## config.mk

```make
export PLATFORM = sky130hd
export DESIGN_NAME = cnn_layer_accel_result_packer
export DESIGN_NICKNAME = d
export VERILOG_FILES = /design/src/rtl/cnn_layer_accel_pkg.sv /design/src/rtl/cnn_layer_accel_result_coord_cnt.sv /design/src/rtl/cnn_layer_accel_result_packer.sv
export SDC_FILE = /design/constraint.sdc
export NUM_CORES = 1
export LEC_CHECK = 0
export CORE_ASPECT_RATIO = 1.75
export CORE_MARGIN = 4
export CORE_UTILIZATION = 40
export DETAILED_ROUTE_END_ITERATION = 6
export PLACE_DENSITY_LB_ADDON = 0.2
export SLEW_MARGIN = 10
export SYNTH_ARGS = -nofsm -noshare
export SYNTH_HDL_FRONTEND = slang
export SYNTH_SLANG_ARGS = --single-unit
export TNS_END_PERCENT = 50
```

## constraint.sdc

```tcl
create_clock -name clk_if -period 3.15 [get_ports clk_if]
set_input_delay 0.4725 -clock clk_if [delete_from_list [all_inputs] [get_ports clk_if]]
set_output_delay 0.4725 -clock clk_if [all_outputs]
set_load 0.02 [all_outputs]
```

## src/rtl/cnn_layer_accel_pkg.sv

```systemverilog
// Shared definitions for the CNN layer accelerator result path.
package cnn_layer_accel_pkg;

    localparam int C_RESULT_WIDTH = 16;
    localparam int C_OUT_WIDTH    = 128;
    localparam int C_LANES        = C_OUT_WIDTH / C_RESULT_WIDTH;

    typedef enum logic [1:0] {
        ST_IDLE  = 2'd0,
        ST_RUN   = 2'd1,
        ST_DRAIN = 2'd2,
        ST_DONE  = 2'd3
    } packer_state_t;

endpackage

```

## src/rtl/cnn_layer_accel_result_coord_cnt.sv

```systemverilog
// Nested row/column/depth position counter, depth fastest, then column, then row.
module cnn_layer_accel_result_coord_cnt #(
    parameter int C_DIM_WIDTH = 10
) (
    input  logic                   clk_if,
    input  logic                   rst,
    input  logic                   clear,
    input  logic                   inc,
    input  logic [C_DIM_WIDTH-1:0] num_rows,
    input  logic [C_DIM_WIDTH-1:0] num_cols,
    input  logic [C_DIM_WIDTH-1:0] num_kernels,
    output logic [C_DIM_WIDTH-1:0] row,
    output logic [C_DIM_WIDTH-1:0] col,
    output logic [C_DIM_WIDTH-1:0] depth,
    output logic                   is_final
);

    logic [C_DIM_WIDTH-1:0] row_q, row_d;
    logic [C_DIM_WIDTH-1:0] col_q, col_d;
    logic [C_DIM_WIDTH-1:0] depth_q, depth_d;
    logic                   row_last, col_last, depth_last;

    // Next position: wrap each level at its configured extent and carry upward.
    always_comb begin
        row_last   = (row_q == num_rows - 1'b1);
        col_last   = (col_q == num_cols - 1'b1);
        depth_last = (depth_q == num_kernels - 1'b1);
        is_final   = row_last && col_last && depth_last;
        row_d      = row_q;
        col_d      = col_q;
        depth_d    = depth_q;
        if (clear) begin
            row_d   = '0;
            col_d   = '0;
            depth_d = '0;
        end else if (inc) begin
            if (depth_last) begin
                depth_d = '0;
                if (col_last) begin
                    col_d = '0;
                    row_d = row_last ? '0 : row_q + 1'b1;
                end else begin
                    col_d = col_q + 1'b1;
                end
            end else begin
                depth_d = depth_q + 1'b1;
            end
        end
    end

    // Position registers.
    always_ff @(posedge clk_if) begin
        if (rst) begin
            row_q   <= '0;
            col_q   <= '0;
            depth_q <= '0;
        end else begin
            row_q   <= row_d;
            col_q   <= col_d;
            depth_q <= depth_d;
        end
    end

    assign row   = row_q;
    assign col   = col_q;
    assign depth = depth_q;

endmodule

```

## src/rtl/cnn_layer_accel_result_packer.sv

```systemverilog
// Packs a job's 16-bit quad results eight per 128-bit writeback word, flushing
// a masked partial word at end of job and then pulsing job_done.
module cnn_layer_accel_result_packer #(
    parameter  int C_RESULT_WIDTH = 16,
    parameter  int C_OUT_WIDTH    = 128,
    parameter  int C_DIM_WIDTH    = 10,
    localparam int C_LANES        = C_OUT_WIDTH / C_RESULT_WIDTH
) (
    input  logic                      clk_if,
    input  logic                      rst,
    input  logic                      cfg_valid,
    output logic                      cfg_ready,
    input  logic [C_DIM_WIDTH-1:0]    cfg_num_output_rows,
    input  logic [C_DIM_WIDTH-1:0]    cfg_num_output_cols,
    input  logic [C_DIM_WIDTH-1:0]    cfg_num_kernels,
    input  logic                      result_valid,
    output logic                      result_accept,
    input  logic [C_RESULT_WIDTH-1:0] result_data,
    output logic                      out_valid,
    input  logic                      out_ready,
    output logic [C_OUT_WIDTH-1:0]    out_data,
    output logic [C_LANES-1:0]        out_keep,
    output logic                      out_last,
    output logic [C_DIM_WIDTH-1:0]    output_row,
    output logic [C_DIM_WIDTH-1:0]    output_col,
    output logic [C_DIM_WIDTH-1:0]    output_depth,
    output logic                      busy,
    output logic                      job_done
);

    import cnn_layer_accel_pkg::*;

    localparam int C_LANE_W = $clog2(C_LANES);

    packer_state_t                           state_q, state_d;
    logic [C_DIM_WIDTH-1:0]                  rows_q, rows_d, cols_q, cols_d, kern_q, kern_d;
    logic [C_LANE_W-1:0]                     lane_q, lane_d;
    logic [C_LANES-2:0][C_RESULT_WIDTH-1:0]  acc_q, acc_d;
    logic                                    out_valid_q, out_valid_d;
    logic [C_OUT_WIDTH-1:0]                  out_data_q, out_data_d;
    logic [C_LANES-1:0]                      out_keep_q, out_keep_d;
    logic                                    out_last_q, out_last_d;
    logic                                    cfg_fire, fire, drain, completing, is_final;
    logic                                    dim_zero;

    cnn_layer_accel_result_coord_cnt #(
        .C_DIM_WIDTH (C_DIM_WIDTH)
    ) u_coord_cnt (
        .clk_if      (clk_if),
        .rst         (rst),
        .clear       (cfg_fire),
        .inc         (fire),
        .num_rows    (rows_q),
        .num_cols    (cols_q),
        .num_kernels (kern_q),
        .row         (output_row),
        .col         (output_col),
        .depth       (output_depth),
        .is_final    (is_final)
    );

    // State register.
    always_ff @(posedge clk_if) begin
        if (rst) state_q <= ST_IDLE;
        else     state_q <= state_d;
    end

    // Next-state: an empty job skips straight to DONE; DRAIN waits for the last word to leave.
    always_comb begin
        dim_zero = (cfg_num_output_rows == '0) || (cfg_num_output_cols == '0) ||
                   (cfg_num_kernels == '0);
        state_d  = state_q;
        case (state_q)
            ST_IDLE:  if (cfg_valid) state_d = dim_zero ? ST_DONE : ST_RUN;
            ST_RUN:   if (fire && is_final) state_d = ST_DRAIN;
            ST_DRAIN: if (out_valid_q && out_ready) state_d = ST_DONE;
            ST_DONE:  state_d = ST_IDLE;
            default:  state_d = ST_IDLE;
        endcase
    end

    // FSM outputs and handshake qualifiers; a completing result waits only if the output register cannot free up.
    always_comb begin
        cfg_ready     = (state_q == ST_IDLE) && !rst;
        busy          = (state_q != ST_IDLE);
        job_done      = (state_q == ST_DONE);
        completing    = (lane_q == C_LANE_W'(C_LANES - 1)) || is_final;
        drain         = out_valid_q && out_ready;
        result_accept = (state_q == ST_RUN) && (!completing || !out_valid_q || out_ready);
        fire          = result_valid && result_accept;
        cfg_fire      = cfg_valid && cfg_ready;
    end

    // Packing datapath: accumulate lanes, then move accumulator plus completing result into the output register.
    always_comb begin
        rows_d      = rows_q;
        cols_d      = cols_q;
        kern_d      = kern_q;
        lane_d      = lane_q;
        acc_d       = acc_q;
        out_valid_d = out_valid_q;
        out_data_d  = out_data_q;
        out_keep_d  = out_keep_q;
        out_last_d  = out_last_q;
        if (cfg_fire) begin
            rows_d = cfg_num_output_rows;
            cols_d = cfg_num_output_cols;
            kern_d = cfg_num_kernels;
            lane_d = '0;
            acc_d  = '0;
        end
        if (drain) out_valid_d = 1'b0;
        if (fire) begin
            if (completing) begin
                out_valid_d = 1'b1;
                out_last_d  = is_final;
                out_data_d  = '0;
                for (int i = 0; i < C_LANES - 1; i++) begin
                    if (C_LANE_W'(i) < lane_q) out_data_d[i*C_RESULT_WIDTH +: C_RESULT_WIDTH] = acc_q[i];
                end
                out_data_d[int'(lane_q)*C_RESULT_WIDTH +: C_RESULT_WIDTH] = result_data;
                for (int i = 0; i < C_LANES; i++) begin
                    out_keep_d[i] = (C_LANE_W'(i) <= lane_q);
                end
                lane_d = '0;
                acc_d  = '0;
            end else begin
                acc_d[lane_q] = result_data;
                lane_d        = lane_q + 1'b1;
            end
        end
    end

    // Datapath registers; reset also discards any partial or pending word.
    always_ff @(posedge clk_if) begin
        if (rst) begin
            rows_q      <= '0;
            cols_q      <= '0;
            kern_q      <= '0;
            lane_q      <= '0;
            acc_q       <= '0;
            out_valid_q <= 1'b0;
            out_data_q  <= '0;
            out_keep_q  <= '0;
            out_last_q  <= 1'b0;
        end else begin
            rows_q      <= rows_d;
            cols_q      <= cols_d;
            kern_q      <= kern_d;
            lane_q      <= lane_d;
            acc_q       <= acc_d;
            out_valid_q <= out_valid_d;
            out_data_q  <= out_data_d;
            out_keep_q  <= out_keep_d;
            out_last_q  <= out_last_d;
        end
    end

    assign out_valid = out_valid_q;
    assign out_data  = out_data_q;
    assign out_keep  = out_keep_q;
    assign out_last  = out_last_q;

endmodule

```

## After elaboration in Yosys (flattened, before gate mapping)

Cells that the tools add are included.

- Register bits after elaboration: 315
- Input port bits: 51
- Output and inout bits: 172
- Word-level logic and storage cells: 126

- Add/subtract/negate cells: 8
- $lt $le $gt $ge: 17
- Equality and inequality tests: 10
- Shift-type cells: 2
- Multiplexer cells: 42
- Reductions and logical operators: 28

Operator list:

| operator | count |
|---|---|
| two-way mux 16 bit | 22 |
| two-way mux 112 bit | 3 |
| bitwise mux 128 bit | 1 |
| variable shift 16 x 33 -> 128 bit (first input constant) | 1 |
| indexed part select 16 x 33 -> 128 bit | 1 |
| bitwise mux 112 bit | 1 |
| demux 16 bit (select 3 bit) | 1 |
| negation 7 -> 33 bit | 1 |
| adder 10 x 1 -> 10 bit (second input constant) | 3 |
| equality test 10 bit | 3 |
| zero test 10 bit | 3 |
| two-way mux 10 bit | 3 |
| subtractor 10 x 1 -> 10 bit (second input constant) | 3 |
| less-or-equal comparator 3 bit (first input constant) | 4 |
| logical AND 1 bit | 9 |
| less-than comparator 3 bit (first input constant) | 3 |
| two-way mux 3 bit | 3 |
| two-way mux 2 bit | 4 |
| case mux 2 bit (4 select lines) | 1 |
| less-or-equal comparator 1 x 3 -> 1 bit (first input constant) | 2 |
| less-or-equal comparator 2 x 3 -> 1 bit (first input constant) | 2 |
| less-than comparator 1 x 3 -> 1 bit (first input constant) | 2 |
| less-than comparator 2 x 3 -> 1 bit (first input constant) | 2 |
| inequality test 2 bit (second input constant) | 3 |
| 14 further kinds | 26 |

## Logic depth before layout (Yosys ltp)

- Depth after elaboration: 13
- Mapped depth: 13
- Mapped depth without buffers: 10

## Cells and area by module

From an unflattened synthesis, not the netlist that was laid out.

- Cells, all modules: 1811
- Area total of the unflattened synthesis: 14900.5 µm²

Modules (own cells, without submodules):

| module | instances | cells each | area an instance (µm²) | sequential area each (µm²) |
|---|---|---|---|---|
| cnn_layer_accel_result_packer | 1 | 1472 | 12309.3 | 5705.5 |
| cnn_layer_accel_result_coord_cnt | 1 | 339 | 2591.2 | 600.6 |

## Least setup slack after synthesis

No wires, ideal clock.

- Path type: register to output
- From: register rows_q[0]
- To: output result_accept
- Arrival time: 2920 ps
- Required time: 2677 ps
- Path slack: -243 ps
- Cell stages (with the launch flop): 13
- Path buffers: 3
- Cell sequence: dfxtp_1 -> inv_1 -> ha_1 -> or4b_1 -> o21ai_0 -> a21oi_1 -> or3_1 -> nand4_1 -> o21ai_2 -> buf_4 -> buf_6 -> buf_4 -> a21boi_0

- Cells in the longest elaborated chain, start to end: 9

RTL lines:

| what | RTL line | text |
|---|---|---|
| start: declaration | cnn_layer_accel_result_packer.sv:36 | `logic [C_DIM_WIDTH-1:0] rows_q, rows_d, cols_q, cols_d, kern_q, kern_d;` |
| start signal: assignment | cnn_layer_accel_result_packer.sv:147 | `rows_q <= rows_d;` |
| subtractor 10 x 1 -> 10 bit | cnn_layer_accel_result_coord_cnt.sv:25 | `row_last = (row_q == num_rows - 1'b1);` |
| equality test 10 bit | cnn_layer_accel_result_coord_cnt.sv:25 |  |
| logical AND 1 bit (2 in a row) | cnn_layer_accel_result_coord_cnt.sv:28 | `is_final = row_last && col_last && depth_last;` |
| logical OR 1 bit | cnn_layer_accel_result_packer.sv:87 | `completing = (lane_q == C_LANE_W'(C_LANES - 1)) \|\| is_final;` |
| zero test 1 bit | cnn_layer_accel_result_packer.sv:89 | `result_accept = (state_q == ST_RUN) && (!completing \|\| !out_valid_q \|\| out_ready);` |
| logical OR 1 bit (2 in a row) | cnn_layer_accel_result_packer.sv:89 |  |
| logical AND 1 bit | cnn_layer_accel_result_packer.sv:89 |  |
| end: declaration | cnn_layer_accel_result_packer.sv:17 | `output logic result_accept,` |

Every way passes these cells.

## Final worst setup path

- From: register cols_q[3]
- To: output result_accept

- Cells in the longest elaborated chain, start to end: 9

RTL lines:

| what | RTL line | text |
|---|---|---|
| start: declaration | cnn_layer_accel_result_packer.sv:36 |  |
| start signal: assignment | cnn_layer_accel_result_packer.sv:148 | `cols_q <= cols_d;` |
| subtractor 10 x 1 -> 10 bit | cnn_layer_accel_result_coord_cnt.sv:26 | `col_last = (col_q == num_cols - 1'b1);` |
| equality test 10 bit | cnn_layer_accel_result_coord_cnt.sv:26 |  |
| logical AND 1 bit (2 in a row) | cnn_layer_accel_result_coord_cnt.sv:28 |  |
| logical OR 1 bit | cnn_layer_accel_result_packer.sv:87 |  |
| zero test 1 bit | cnn_layer_accel_result_packer.sv:89 |  |
| logical OR 1 bit (2 in a row) | cnn_layer_accel_result_packer.sv:89 |  |
| logical AND 1 bit | cnn_layer_accel_result_packer.sv:89 |  |

Every way passes these cells.

==> flow_summary.ini <==
[routing]
met3_length_mm = 3.40
ant_nets = 0
drt_iter0_markers = 956
wl_per_cell_um = 22.0
top_layer = met4
route.met2.wl_mm = 27.0
vias = 13908
firstDrtPassIters = 7
met1Wirelength_mm = 18.8
finalWirelength_mm = 51.7
viasPerCell = 5.92
drt_drc_violations_left = 0

[pwr]
total_power_w = 0.0107
p_int_w = 0.00748
p_sw_share_pct = 29.8
p_sw_w = 0.00317
p_leak_nw = 6.50
clockPowerShare_pct = 39.4
peakVddDrop_uv = 411
power_frac_comb_pct = 20.8
powerDensity_nw_per_um2 = 543
p_seq_share_pct = 39.8

[synth]
synth_top_area_share_pct = 44.0
syn_area_per_cell_um2 = 9.03
syn-num-nets = 1653
ys_warn_count = 0
synth-xor-area-share_pct = 1.96
synth_cell_types = 69
synth_compound_area_share_pct = 32.2
yosys.area_share.adder_pct = 1.49
async_reset_ff_share_pct = 0
synth_mux_area_share_pct = 0.419
ys_ff_latch = 315
ys_seq_area_share_pct = 44.0
synth_top_cell_by_area = dfxtp_1
synth_top_family_by_area = compound AO/OA/AOI/OAI gates
synth_edf_count = 0
synth-simple-area-share_pct = 14.0
synthFlopType = dfxtp_1
synthCells = 1585
syn_area_um2 = 14300
post_synth_main_area_contributors = dfxtp_1, a21oi_1, a32o_1

[clock_tree]
htreeDepth = 1
cts_buffer_depth = 3
cts_root_buf = clkbuf_16
clk_latency_ns = 0.60
cts_buffers = 31
tritoncts = built
cts_sinks = 315
clk_pin_slew_ns = 0.06

[worst_setup_path]
rrSetupSlack_ns = -0.15
cp.depth = 11
critical_path.most_common_cell = buf_4
start_kind = register
critPathTopFamily = compound AO/OA/AOI/OAI gates
path_class = register to output pin
reg2reg_depth = 13
slowest_stage = or3_4
crit_chain = or3_4, buf_4, o21ai_1, nand4_1, a2111oi_4, buf_4, nand4_1, buf_4, o21ai_4, a21boi_2, buf_6
crit_buf_inv = 4
crit_path_end_kind = output pin
cp_data_required_time_ns = 2.68
critical_path.max_stage_delay_ns = 0.39
critPathArrivalTime_ns = 3.00
crit_fanout = 3

[outcome]
status = complete, but fails checks
violations = negative setup slack

[floorplan]
fp-row-count = 91
ios = 223
start_util_pct = 40.6
die_h_um = 258
core_area_um2 = 35300
die_w_um = 151
die_area_um2 = 39000

[placed_design]
portBuffers = 222
place_hpwl_mm = 36.6
place_ws_ns = -0.658
place.gp.congestion = 0.963

[sta]
fin_skew_ns = 0.0322
setup_slack_ns = -0.319
rsz0062_at_grt = true
drv_slew = 0
setup_viol = 178
hold_violations = 0
tightest_slew_ns = 0.711
whs_ns = 0.456
relSlewSlack_pct = 52.5
post-route-period-util_pct = 110
period_needed_ns = 3.47
fmax_ghz = 0.288

[global_routing]
groute.usage.overall_pct = 25.5
first_global_vias = 13696
grt_pass1_wl_mm = 78.5
antenna_found_initial = 0
grt_max_degree = 81
grt-ovfl-total = 0

[min_path]
hold_depth = 2
hp-class = register to register

[final_layout]
layout-drive-gt1-share_pct = 18.7
syn_to_final_growth_pct = 37.0
ff_latch_area_um2 = 6310
diodes = 0
multi_input_area_um2 = 7380
nets = 1926
fillers = 3196
postLayoutCoreUtil_pct = 55.6

[flow_run]
drv_cap = 0
==> metal layers <==
metal	vias up	track usage (%)
met3	117	3.46
li1	6559	-
met4	0	11.6
met5	-	0
met2	520	45.8
met1	6712	29.5
==> worst reg2reg max path: cells and delay by family, from the launching register on <==
family	cells	cell delay (ns)
buffers and inverters	4	0.75
AOI/OAI and AO/OA	5	0.97
and+or+nand+nor	3	1.00
adders and majority gates	1	0.15
DFF	1	0.33
==> cell type report <==
type	count	area share [%]
multi-input combinational	1079	37.6
clock inverter	17	1.33
sequential	315	32.2
timing repair buffer	397	20.6
inverter	34	0.651
clock buffer	41	4.61
tap	465	2.97
==> through the flow <==
stage	area, um2	TNS (ns)	std cells
floorplan	14300	0	1585
global placement	17900	-39.33	2265
detailed placement	17900	-58.58	2265
CTS	19500	-16.35	2340
global route	19600	-40.90	2348
finish	19600	-8.45	2348
==> layout by cell type (no fill, tap or decap), types with 7 or more instances in the layout <==
master and n:
nor3_1 12, or3_1 18, buf_6 12, nor4_1 21, xnor2_1 19, nor4_2 7, o31ai_1 17, and3_1 9
nor2b_1 19, o22ai_1 32, or4_1 9, clkbuf_16 31, clkbuf_8 9, buf_12 30, nand3b_1 7, xor2_1 13
nor2_1 78, a211oi_2 51, a21oi_1 169, nand4_1 15, buf_4 130, a32o_1 83, o21ai_0 46, a31oi_1 51
clkdlybuf4s50_1 220, a31o_2 16, a22oi_1 49, dfxtp_1 312, inv_1 28, nand2_1 132, nand3_1 26, a211oi_1 69
ha_1 16
==> registers in the layout (all words and copies together) (netlist names) <==
register and flops:
out_data 128, acc_q 112, cols_q 10, kern_q 10, rows_q 10, u_coord_cnt.col 10
u_coord_cnt.depth 10, u_coord_cnt.row 10, out_keep 8, lane_q 3, state_q 2, out_last 1
out_valid 1
==> cells by family (layout without fill, tap and decap cells) <==
| group | count (synthesis) | in the layout |
|---|---|---|
| adders and majority gates | 17 | 17 |
| AOI/OAI and AO/OA | 627 | 627 |
| and+or+nand+nor | 397 | 397 |
| muxes | 6 | 6 |
| xor gates and xnor gates | 32 | 32 |
| DFF | 315 | 315 |
| buffers and inverters | 191 | 489 |
==> final timing paths <==
check / from / end
worst max-delay path: cols_q[3] / result_accept
worst min-delay path: acc_q[109] / acc_q[109]
worst max register to register: rows_q[1] / acc_q[81]
worst min register to register: acc_q[109] / acc_q[109]
==> what timing repair did <==
item,4_1_cts,5_1_grt
gates cloned,4,0
setup buffers,14,8
pin swaps,55,10
hold buffers,0,0
gates resized for setup,45,18
setup endpoints to repair,267,276
==> synthesized netlist by cell type, types with 9 or more instances <==
master,instances
o31ai_1,17
dfxtp_1,315
ha_1,17
clkbuf_1,115
xnor2_1,19
o22ai_1,32
a31oi_1,51
o21ai_0,48
nor4_1,28
nor2_1,81
a32o_1,83
nand4_1,15
or4_1,9
xor2_1,13
nand2_1,132
a31o_2,16
nor3_1,15
a211oi_2,50
inv_1,30
and3_1,11
a211oi_1,70
nor2b_1,19
nand3_1,26
buf_4,9
buf_2,23
a21oi_1,172
or3_1,19
a22oi_1,49
==> power groups by stage <==
stage | sequential (W) | combinational, W | clock (W)
finish | 0.00424 | 0.00222 | 0.00420
global route | 0.00425 | 0.00240 | 0.00441
CTS | 0.00423 | 0.00213 | 0.00427
detailed placement | 0.00431 | 0.00204 | 0
global placement | 0.00431 | 0.00201 | 0
floorplan | 0.00431 | 0.00126 | 0
No activity file was read; power rests on OpenSTA's default activity.
